File: src/rtl/ccsds_pkg.sv
`default_nettype none
// ---- ccsds_pkg : shared ASM, randomizer and FSM constants for the CCSDS framer (rev 1.0) ----
package ccsds_pkg;

  localparam logic [31:0] ASM32     = 32'h1ACFFC1D;
  localparam logic [63:0] ASM64     = 64'h034776C7272895B0;

  // Feedback taps for x^8+x^7+x^5+x^3+1 with the output taken from bit 7.
  localparam logic [7:0]  RAND_TAPS = 8'h95;
  localparam logic [7:0]  RAND_SEED = 8'hFF;

  typedef enum logic [1:0] {
    ST_IDLE = 2'd0,
    ST_ASM  = 2'd1,
    ST_DATA = 2'd2
  } state_t;

  function automatic logic lfsr_fb(input logic [7:0] s);
    return ^(s & RAND_TAPS);
  endfunction

endpackage
`default_nettype wire

File: src/rtl/ccsds_randomizer_lfsr.sv
`default_nettype none
// ---- ccsds_randomizer_lfsr : CCSDS pseudo-randomizer sequence generator, seed FF (rev 1.0) ----
module ccsds_randomizer_lfsr
  import ccsds_pkg::*;
(
  input  logic clk,
  input  logic rst_n,
  input  logic init,
  input  logic step,
  output logic rnd
);

  logic [7:0] r_state;

  always_ff @(posedge clk or negedge rst_n) begin
    if (!rst_n) begin
      r_state <= RAND_SEED;
    end else if (init) begin
      r_state <= RAND_SEED;
    end else if (step) begin
      r_state <= {r_state[6:0], lfsr_fb(r_state)};
    end
  end

  assign rnd = r_state[7];

endmodule
`default_nettype wire

File: src/rtl/ccsds_asm_randomizer.sv
`default_nettype none
// ---- ccsds_asm_randomizer : prepends the ASM to each codeword and optionally randomizes it (rev 1.0) ----
module ccsds_asm_randomizer
  import ccsds_pkg::*;
#(
  parameter int          ASM_WIDTH   = 64,
  parameter logic [63:0] ASM_PATTERN = ASM64,
  parameter bit          RAND_EN     = 1'b1,
  parameter int          CW_LEN      = 24756
) (
  input  logic clk,
  input  logic rst_n,
  input  logic s_axis_tdata,
  input  logic s_axis_tvalid,
  output logic s_axis_tready,
  input  logic s_axis_tlast,
  output logic m_axis_tdata,
  output logic m_axis_tvalid,
  output logic m_axis_tlast,
  input  logic m_axis_tready,
  output logic len_err
);

  localparam int                CNT_W   = (CW_LEN < 1) ? 1 : $clog2(CW_LEN + 1);
  localparam logic [5:0]        ASM_MSB = 6'(ASM_WIDTH - 1);
  localparam logic [CNT_W:0]    LEN_CHK = (CNT_W + 1)'(CW_LEN);
  localparam logic [CNT_W-1:0]  CNT_MAX = '1;

  state_t           r_state;
  logic [5:0]       r_asm_cnt;
  logic [CNT_W-1:0] r_cw_cnt;

  logic             w_slot_free;
  logic [5:0]       w_asm_idx;
  logic             w_asm_done;
  logic             w_hs;
  logic             w_rnd;
  logic             w_data_bit;
  logic [CNT_W:0]   w_cw_next;

  assign w_slot_free   = !m_axis_tvalid || m_axis_tready;
  assign w_asm_idx     = ASM_MSB - r_asm_cnt;
  assign w_asm_done    = (r_state == ST_ASM) && w_slot_free && (w_asm_idx == 6'd0);
  assign w_hs          = (r_state == ST_DATA) && s_axis_tvalid && w_slot_free;
  assign s_axis_tready = (r_state == ST_DATA) && w_slot_free;
  assign w_data_bit    = s_axis_tdata ^ (RAND_EN & w_rnd);
  assign w_cw_next     = {1'b0, r_cw_cnt} + 1'b1;

  // Reseeded as the last ASM bit is loaded so every codeword starts at FF.
  ccsds_randomizer_lfsr u_lfsr (
    .clk   (clk),
    .rst_n (rst_n),
    .init  (w_asm_done),
    .step  (w_hs),
    .rnd   (w_rnd)
  );

  always_ff @(posedge clk or negedge rst_n) begin
    if (!rst_n) begin
      r_state       <= ST_IDLE;
      r_asm_cnt     <= '0;
      r_cw_cnt      <= '0;
      m_axis_tdata  <= 1'b0;
      m_axis_tvalid <= 1'b0;
      m_axis_tlast  <= 1'b0;
      len_err       <= 1'b0;
    end else begin
      len_err <= 1'b0;
      if (w_slot_free) begin
        m_axis_tvalid <= 1'b0;
        m_axis_tlast  <= 1'b0;
        case (r_state)
          ST_IDLE: begin
            // The waiting input beat only triggers the ASM; it is consumed in DATA.
            if (s_axis_tvalid) begin
              m_axis_tdata  <= ASM_PATTERN[ASM_MSB];
              m_axis_tvalid <= 1'b1;
              r_asm_cnt     <= 6'd1;
              r_state       <= ST_ASM;
            end
          end
          ST_ASM: begin
            m_axis_tdata  <= ASM_PATTERN[w_asm_idx];
            m_axis_tvalid <= 1'b1;
            r_asm_cnt     <= r_asm_cnt + 6'd1;
            if (w_asm_idx == 6'd0) begin
              r_cw_cnt <= '0;
              r_state  <= ST_DATA;
            end
          end
          ST_DATA: begin
            if (s_axis_tvalid) begin
              m_axis_tdata  <= w_data_bit;
              m_axis_tlast  <= s_axis_tlast;
              m_axis_tvalid <= 1'b1;
              if (r_cw_cnt != CNT_MAX) begin
                r_cw_cnt <= r_cw_cnt + 1'b1;
              end
              if (s_axis_tlast) begin
                r_state <= ST_IDLE;
                len_err <= (CW_LEN != 0) && (w_cw_next != LEN_CHK);
              end
            end
          end
          default: r_state <= ST_IDLE;
        endcase
      end
    end
  end

endmodule
`default_nettype wire

File: config.mk
export PLATFORM = sky130hd
export DESIGN_NAME = ccsds_asm_randomizer
export DESIGN_NICKNAME = d
export VERILOG_FILES = /design/src/rtl/ccsds_pkg.sv /design/src/rtl/ccsds_randomizer_lfsr.sv /design/src/rtl/ccsds_asm_randomizer.sv
export SDC_FILE = /design/constraint.sdc
export NUM_CORES = 1
export LEC_CHECK = 0
export ABC_AREA = 1
export BUFFER_PORTS_ARGS = -buffer_cell sky130_fd_sc_hd__buf_2
export CELL_PAD_IN_SITES_DETAIL_PLACEMENT = 1
export CELL_PAD_IN_SITES_GLOBAL_PLACEMENT = 2
export CORE_ASPECT_RATIO = 1.2
export CORE_UTILIZATION = 35
export CTS_BUF_LIST = sky130_fd_sc_hd__clkbuf_8
export CTS_CLUSTER_SIZE = 12
export DETAILED_ROUTE_END_ITERATION = 12
export GPL_TIMING_DRIVEN = 1
export PLACE_DENSITY = 0.75
export SYNTH_ARGS = -nofsm -noshare
export SYNTH_HDL_FRONTEND = slang
export SYNTH_SLANG_ARGS = --single-unit
File: constraint.sdc
create_clock -name clk -period 2 [get_ports clk]
set_input_delay 0.1 -clock clk [delete_from_list [all_inputs] [get_ports clk]]
set_output_delay 0.1 -clock clk [all_outputs]
set_load 0.05 [all_outputs]
== Yosys cells after proc, flatten, opt, wreduce, memory -nomap -nowiden ==
Memory sizes are Yosys's and may differ from the RTL's.
Cells that the tools add are included.

* Bits in writable memories: 0
* ROM bits: 64
* Bits in latches: 0
* Input bits: 6
* Bits in registers: 35
* Memories kept: 1
* Word-level logic and storage cells: 68

* Multipliers: 0
* Add/subtract/negate cells: 4
* Mux-type cells: 25
* Shift-type cells: 0
* Reductions and logical operators: 19
* Bitwise logic cells: 1
* Div/mod/pow operators: 0
* Order comparisons: 1
* Equality and inequality tests: 9

{| class="wikitable"
|+ Memories
! name !! words !! bits a word !! rd ports !! clocked after Yosys merged registers in !! wr ports !! RTL line !! source
|-
| (no name shown) || 64 || 1 || 1 || 0 || 0 || ccsds_asm_randomizer.sv:83 || <nowiki>m_axis_tdata <= ASM_PATTERN[w_asm_idx];</nowiki>
|}

{| class="wikitable"
|+ Operators by type and width
! operator !! number
|-
| $mux 15 || 3
|-
| $pmux 15 s2 || 1
|-
| $add 15x1->16 const B || 1
|-
| $mux 8 || 2
|-
| $ne 16x15->1 const B || 1
|-
| $add 15x1->15 const B || 1
|-
| $ne 15x15->1 const B || 1
|-
| $pmux 6 s2 || 1
|-
| $mux 1 || 10
|-
| $reduce_and 5->1 || 2
|-
| $mux 2 || 4
|-
| $reduce_xor 8->1 || 1
|-
| $lt 6x7->1 const B || 1
|-
| $add 6x1->6 const B || 1
|-
| $logic_not 6->1 || 1
|-
| $mux 6 || 1
|-
| $ne 2x2->1 const B || 3
|-
| $pmux 2 s3 || 1
|-
| $reduce_bool 2->1 || 3
|-
| $sub 6x6->6 const A || 1
|-
| $logic_and 1x1->1 || 5
|-
| $ne 2x1->1 const B || 2
|-
| $reduce_and 4->1 || 1
|-
| $pmux 1 s3 || 1
|-
| other kinds (10) || 10
|}

== Longest topological paths before layout ==
* Word-level depth: 6
* Gate-level depth with buffers: 12

== Modules after synthesis ==
Synthesis repeated with hierarchy kept, for this count alone.

* Cells, all modules: 317
* Area total of the unflattened synthesis: 2254.7 um2

{| class="wikitable"
|+ By module, submodules not included
! module !! times used !! area each (um2) !! cells an instance !! sequential area each (um2)
|-
| ccsds_asm_randomizer || 1 || 1849.3 || 266 || 675.6
|-
| ccsds_randomizer_lfsr || 1 || 405.4 || 51 || 210.2
|}

== Least setup slack after synthesis ==
OpenSTA, ideal clock, no wires.

* Kind: reg-to-reg
* From: reg r_state[0]
* To: reg u_lfsr.r_state[0]
* Clock period less this slack: 2.325 ns
* Arrival time: 2.241 ns
* Data required time: 1.917 ns
* Setup slack: -0.325 ns
* Stages on the path, launching flop included: 8
* Path buffers: 0
* Library setup time: 0.083 ns
* Path through: dfrtp_1 -> inv_1 -> ha_1 -> inv_1 -> nor2_1 -> nand2_2 -> o21ai_0 -> nand2_1

* Cells in the longest elaborated chain, start to end: 4
* Elaborated cells between the ends (all ways): 8

{| class="wikitable"
|+ RTL lines
! element !! RTL line !! source
|-
| start, declared || ccsds_asm_randomizer.sv:29 || <nowiki>state_t r_state;</nowiki>
|-
| start signal, assigned || ccsds_asm_randomizer.sv:60 || <nowiki>r_state <= ST_IDLE;</nowiki>
|-
| start signal, assigned || ccsds_asm_randomizer.sv:79 || <nowiki>r_state <= ST_ASM;</nowiki>
|-
| start signal, assigned || ccsds_asm_randomizer.sv:88 || <nowiki>r_state <= ST_DATA;</nowiki>
|-
| $eq 2x1->1 / $eq 2x2->1 (equally long branches) || ccsds_asm_randomizer.sv:43, ccsds_asm_randomizer.sv:44 ||
|-
| $logic_and 1x1->1 (on tied branches) (2 in a row) || ccsds_asm_randomizer.sv:43, ccsds_asm_randomizer.sv:44 ||
|-
| $mux 8 / $reduce_bool 2->1 (equally long branches) || n/a ||
|-
| end signal, assigned || ccsds_randomizer_lfsr.sv:21 || <nowiki>r_state <= {r_state[6:0], lfsr_fb(r_state)};</nowiki>
|-
| end, declared || ccsds_randomizer_lfsr.sv:13 || <nowiki>logic [7:0] r_state;</nowiki>
|}

Several ways; a longest one is shown, not always the timed one.
A chain may end at the register's enable or synchronous reset.

== Worst setup path in the final report ==
* From: reg r_cw_cnt[1]
* To: reg r_cw_cnt[1]

* Cells in the longest elaborated chain, start to end: 4
* Elaborated cells between the ends (all ways): 7

{| class="wikitable"
|+ RTL lines
! element !! RTL line !! source
|-
| start, declared || ccsds_asm_randomizer.sv:31 || <nowiki>logic [CNT_W-1:0] r_cw_cnt;</nowiki>
|-
| start signal, assigned || ccsds_asm_randomizer.sv:97 || <nowiki>r_cw_cnt <= r_cw_cnt + 1'b1;</nowiki>
|-
| $add 15x1->15 || ccsds_asm_randomizer.sv:97 ||
|-
| $mux 15 || ccsds_asm_randomizer.sv:96 || <nowiki>if (r_cw_cnt != CNT_MAX) begin</nowiki>
|-
| $mux 15 || ccsds_asm_randomizer.sv:92 || <nowiki>if (s_axis_tvalid) begin</nowiki>
|-
| $pmux 15 s2 || ccsds_asm_randomizer.sv:72 || <nowiki>case (r_state)</nowiki>
|}

Several ways; a longest one is shown, not always the timed one. The select of a mux whose other input is x is not followed.

==> impl_metrics.toml <==
[worst_setup_path]
timing.rr.start = "r_cw_cnt[1]$_DFFE_PN0P_"
cp-startpoint = "r_cw_cnt[1]$_DFFE_PN0P_"
arrival_ps = 1960
required_ps = 2170
rrSetupSlack_ps = 210
cpMostUsedCell = "nand2_1"
crit_end = "r_cw_cnt[1]$_DFFE_PN0P_"
worst_path_max_delay_cell = "dfrtp_1"
cp_max_fo = 15
critPathMaxStageDelay_ps = 410
critPathLaunchType = "flip-flop"
crit_path_end_kind = "flip-flop"
crit_path_cell_trace = "ha_1, nand2_1, nor2_1, nand4_1, nand3_4, nor2_4, buf_12, nand2_1, nand2_1"
r2r-end = "r_cw_cnt[1]$_DFFE_PN0P_"
critPathKind = "flip-flop to flip-flop"
reg2reg_depth = 9

[logic_synthesis]
yosysWarnings = 0
async_flop_share_pct = 100
syn_area_per_cell_um2 = 6.99
ys_seq_elements = 35
syn_nets = 338
ys_seq_area_share_pct = 39.2
synth-edff-count = 0
synth.distinct_cells = 26
ys.flop_type = "dfrtp_1"
netlist_area_mm2 = 0.00226
netlist_instances = 323

[finish]
drive_above_1_share_pct = 15.1
multiInputGateArea_mm2 = 0.00118
fin_cells = 433
seqCellArea_um2 = 886
fin_area_mm2 = 0.00262
fillCellCount = 837
nets = 365
layout_commonest_cell = "nand2_1"
mostFrequentLayoutCells = "nand2_1, inv_1, nand3_1, dfrtp_1, nor2_1"
antenna_cells = 0
syn_to_final_growth_pct = 15.9

[routing]
routed_wl_um = 5740
drc = 0
ant_nets = 0
drtIter0Drc = 62
first_pass_iters = 4
vias = 2076
avgViaCountPerCell = 4.79
wl_per_cell_um = 13.3

[die]
num_rows = 31
die_h_um = 90.0
chipWidth_um = 75.3
start_util_pct = 36.8
io_pins = 11
die_area_mm2 = 0.00678
core_mm2 = 0.00613

[clock_tree]
tritoncts = "done"
root_buffer = "clkbuf_8"
numCtsBuffers = 5
clock-sinks = 35
clk_pin_slew_ps = 80
h-tree-depth = 2
worstSkewPairLatency_ps = 290
clk_path_buf_depth = 2

[pwr]
power_density_mw_per_mm2 = 1060
total_power_mw = 2.77
peakVddDrop_mv = 0.322
leakagePower_nw = 1.34

[global_routing]
grt_pass1_wl_um = 10300
gr-total-overflow = 0
antenna_found_initial = 0
grt.total_usage_pct = 19.7
grt_max_degree = 24
grt_pass1_vias = 2233

[placement]
place_inst = 422
place.gp.congestion = 0.768
dpl.hpwl_um = 4370
pre_cts_slack_ps = 69.5
port_buffers = 10
dpl-instance-area_mm2 = 0.00248

[sta]
skew_ps = 13.5
hold_viol = 0
min_period_over_period_pct = 89.4
max_clock_freq_mhz = 560
fin_ws_ps = 213
min_period_ps = 1790
setup_tns_ps = 0
rsz0062_at_grt = "false"
tightest_slew_ps = 409
final-max-slew-violation-count = 0
slew_headroom_pct = 72.7
finalSetupViolations = 0

[job]
maxCapViolations = 0

[min_path]
min_path_type = "primary input to flip-flop"

[outcome]
outcome = "complete, no violations"
worst max-delay path: cells and delay by family (launching register included):
kind          cells  cell delay [ps]
buf+inv           1              140
fa+ha+maj         1              210
flops             1              410
simple gates      7              910
registers in the layout, summed over array words and instances (netlist names):
signal and cells:
r_state 2, len_err 1, u_lfsr.r_state 8, m_axis_tvalid 1, m_axis_tdata 1, r_asm_cnt 6
r_cw_cnt 15, m_axis_tlast 1
metal layers:
layer | track usage, % | wire, µm | up-vias
met5 | 0 | 0 | -
met4 | 4.78 | 51 | 0
met3 | 2.69 | 82 | 4
li1 | - | - | 1076
met2 | 35.6 | 3030 | 13
met1 | 23.6 | 2580 | 983
power by group:
| group | leakage [nW] | switching [mW] | internal, mW |
|---|---|---|---|
| Sequential | 0.449 | 0.102 | 0.900 |
| Combinational | 0.837 | 0.746 | 0.445 |
| Clock | 0.0505 | 0.264 | 0.314 |
| Total | 1.34 | 1.11 | 1.66 |
per-stage QoR:
stage               hold WS [ps]  utilization (%)
finish                       110             42.7
global route                 122             42.7
CTS                          108             42.3
detailed placement          11.5             40.5
global placement            15.1             40.5
floorplan                   -196                -
how the worst min path moves through the flow:
stage                  from                  endpoint  slack, ps  cells past startpoint
2_1_floorplan         rst_n         len_err$_DFF_PN0_       -200                      0
3_3_place_gp          rst_n  r_asm_cnt[2]$_DFFE_PN0P_         20                      1
3_5_place_dp          rst_n  r_asm_cnt[0]$_DFFE_PN0P_         10                      1
6_report       s_axis_tlast         len_err$_DFF_PN0_        110                      3
5_1_grt        s_axis_tlast  m_axis_tlast$_DFFE_PN0N_        120                      3
4_1_cts        s_axis_tlast  m_axis_tlast$_DFFE_PN0N_        110                      3
cells by family after synthesis:
| kind of cell | Yosys count | share of synthesized area (%) |
|---|---|---|
| flip-flops | 35 | 39.2 |
| XOR/XNOR | 5 | 1.94 |
| adder cells (fa/ha/maj) | 9 | 4.99 |
| buffers and inverters | 49 | 8.65 |
| AND/OR/NAND/NOR | 197 | 38.3 |
| AO/OA/AOI/OAI | 28 | 6.87 |
layout make-up:
class	count	share of cell area [%]
Sequential cell	35	33.9
Multi-Input combinational cell	239	45.3
Clock buffer	7	3.68
Tap cell	82	3.92
Timing Repair Buffer	24	6.51
Clock inverter	1	0.287
Inverter	45	6.46
cell usage after synthesis (2+ instances only):
| cell type | instances | share of area, % |
|---|---|---|
| nand2_2 | 2 | 0.55 |
| buf_2 | 3 | 0.66 |
| o21ai_1 | 2 | 0.44 |
| nor3_1 | 3 | 0.66 |
| ha_1 | 9 | 5.0 |
| nor2_1 | 25 | 4.2 |
| nor2_4 | 4 | 2.0 |
| o21ai_0 | 10 | 2.2 |
| nand3_1 | 40 | 8.9 |
| nand4_1 | 7 | 1.9 |
| xnor2_1 | 2 | 0.78 |
| dfrtp_1 | 27 | 30 |
| xor2_1 | 3 | 1.2 |
| inv_1 | 44 | 7.3 |
| nand2_1 | 113 | 19 |
| dfstp_2 | 8 | 9.3 |
| a21oi_1 | 9 | 2.0 |
| o211ai_1 | 4 | 1.3 |
what timing repair did:
action / 4_1_cts / 5_1_grt
buffers inserted: 0 / 2
hold buffers: 1 / 0
setup endpoints to repair: 0 / 17
gates resized for setup: 0 / 3
hold endpoints to repair: 12 / 0
Note: power is estimated with default switching activity, not from simulation.
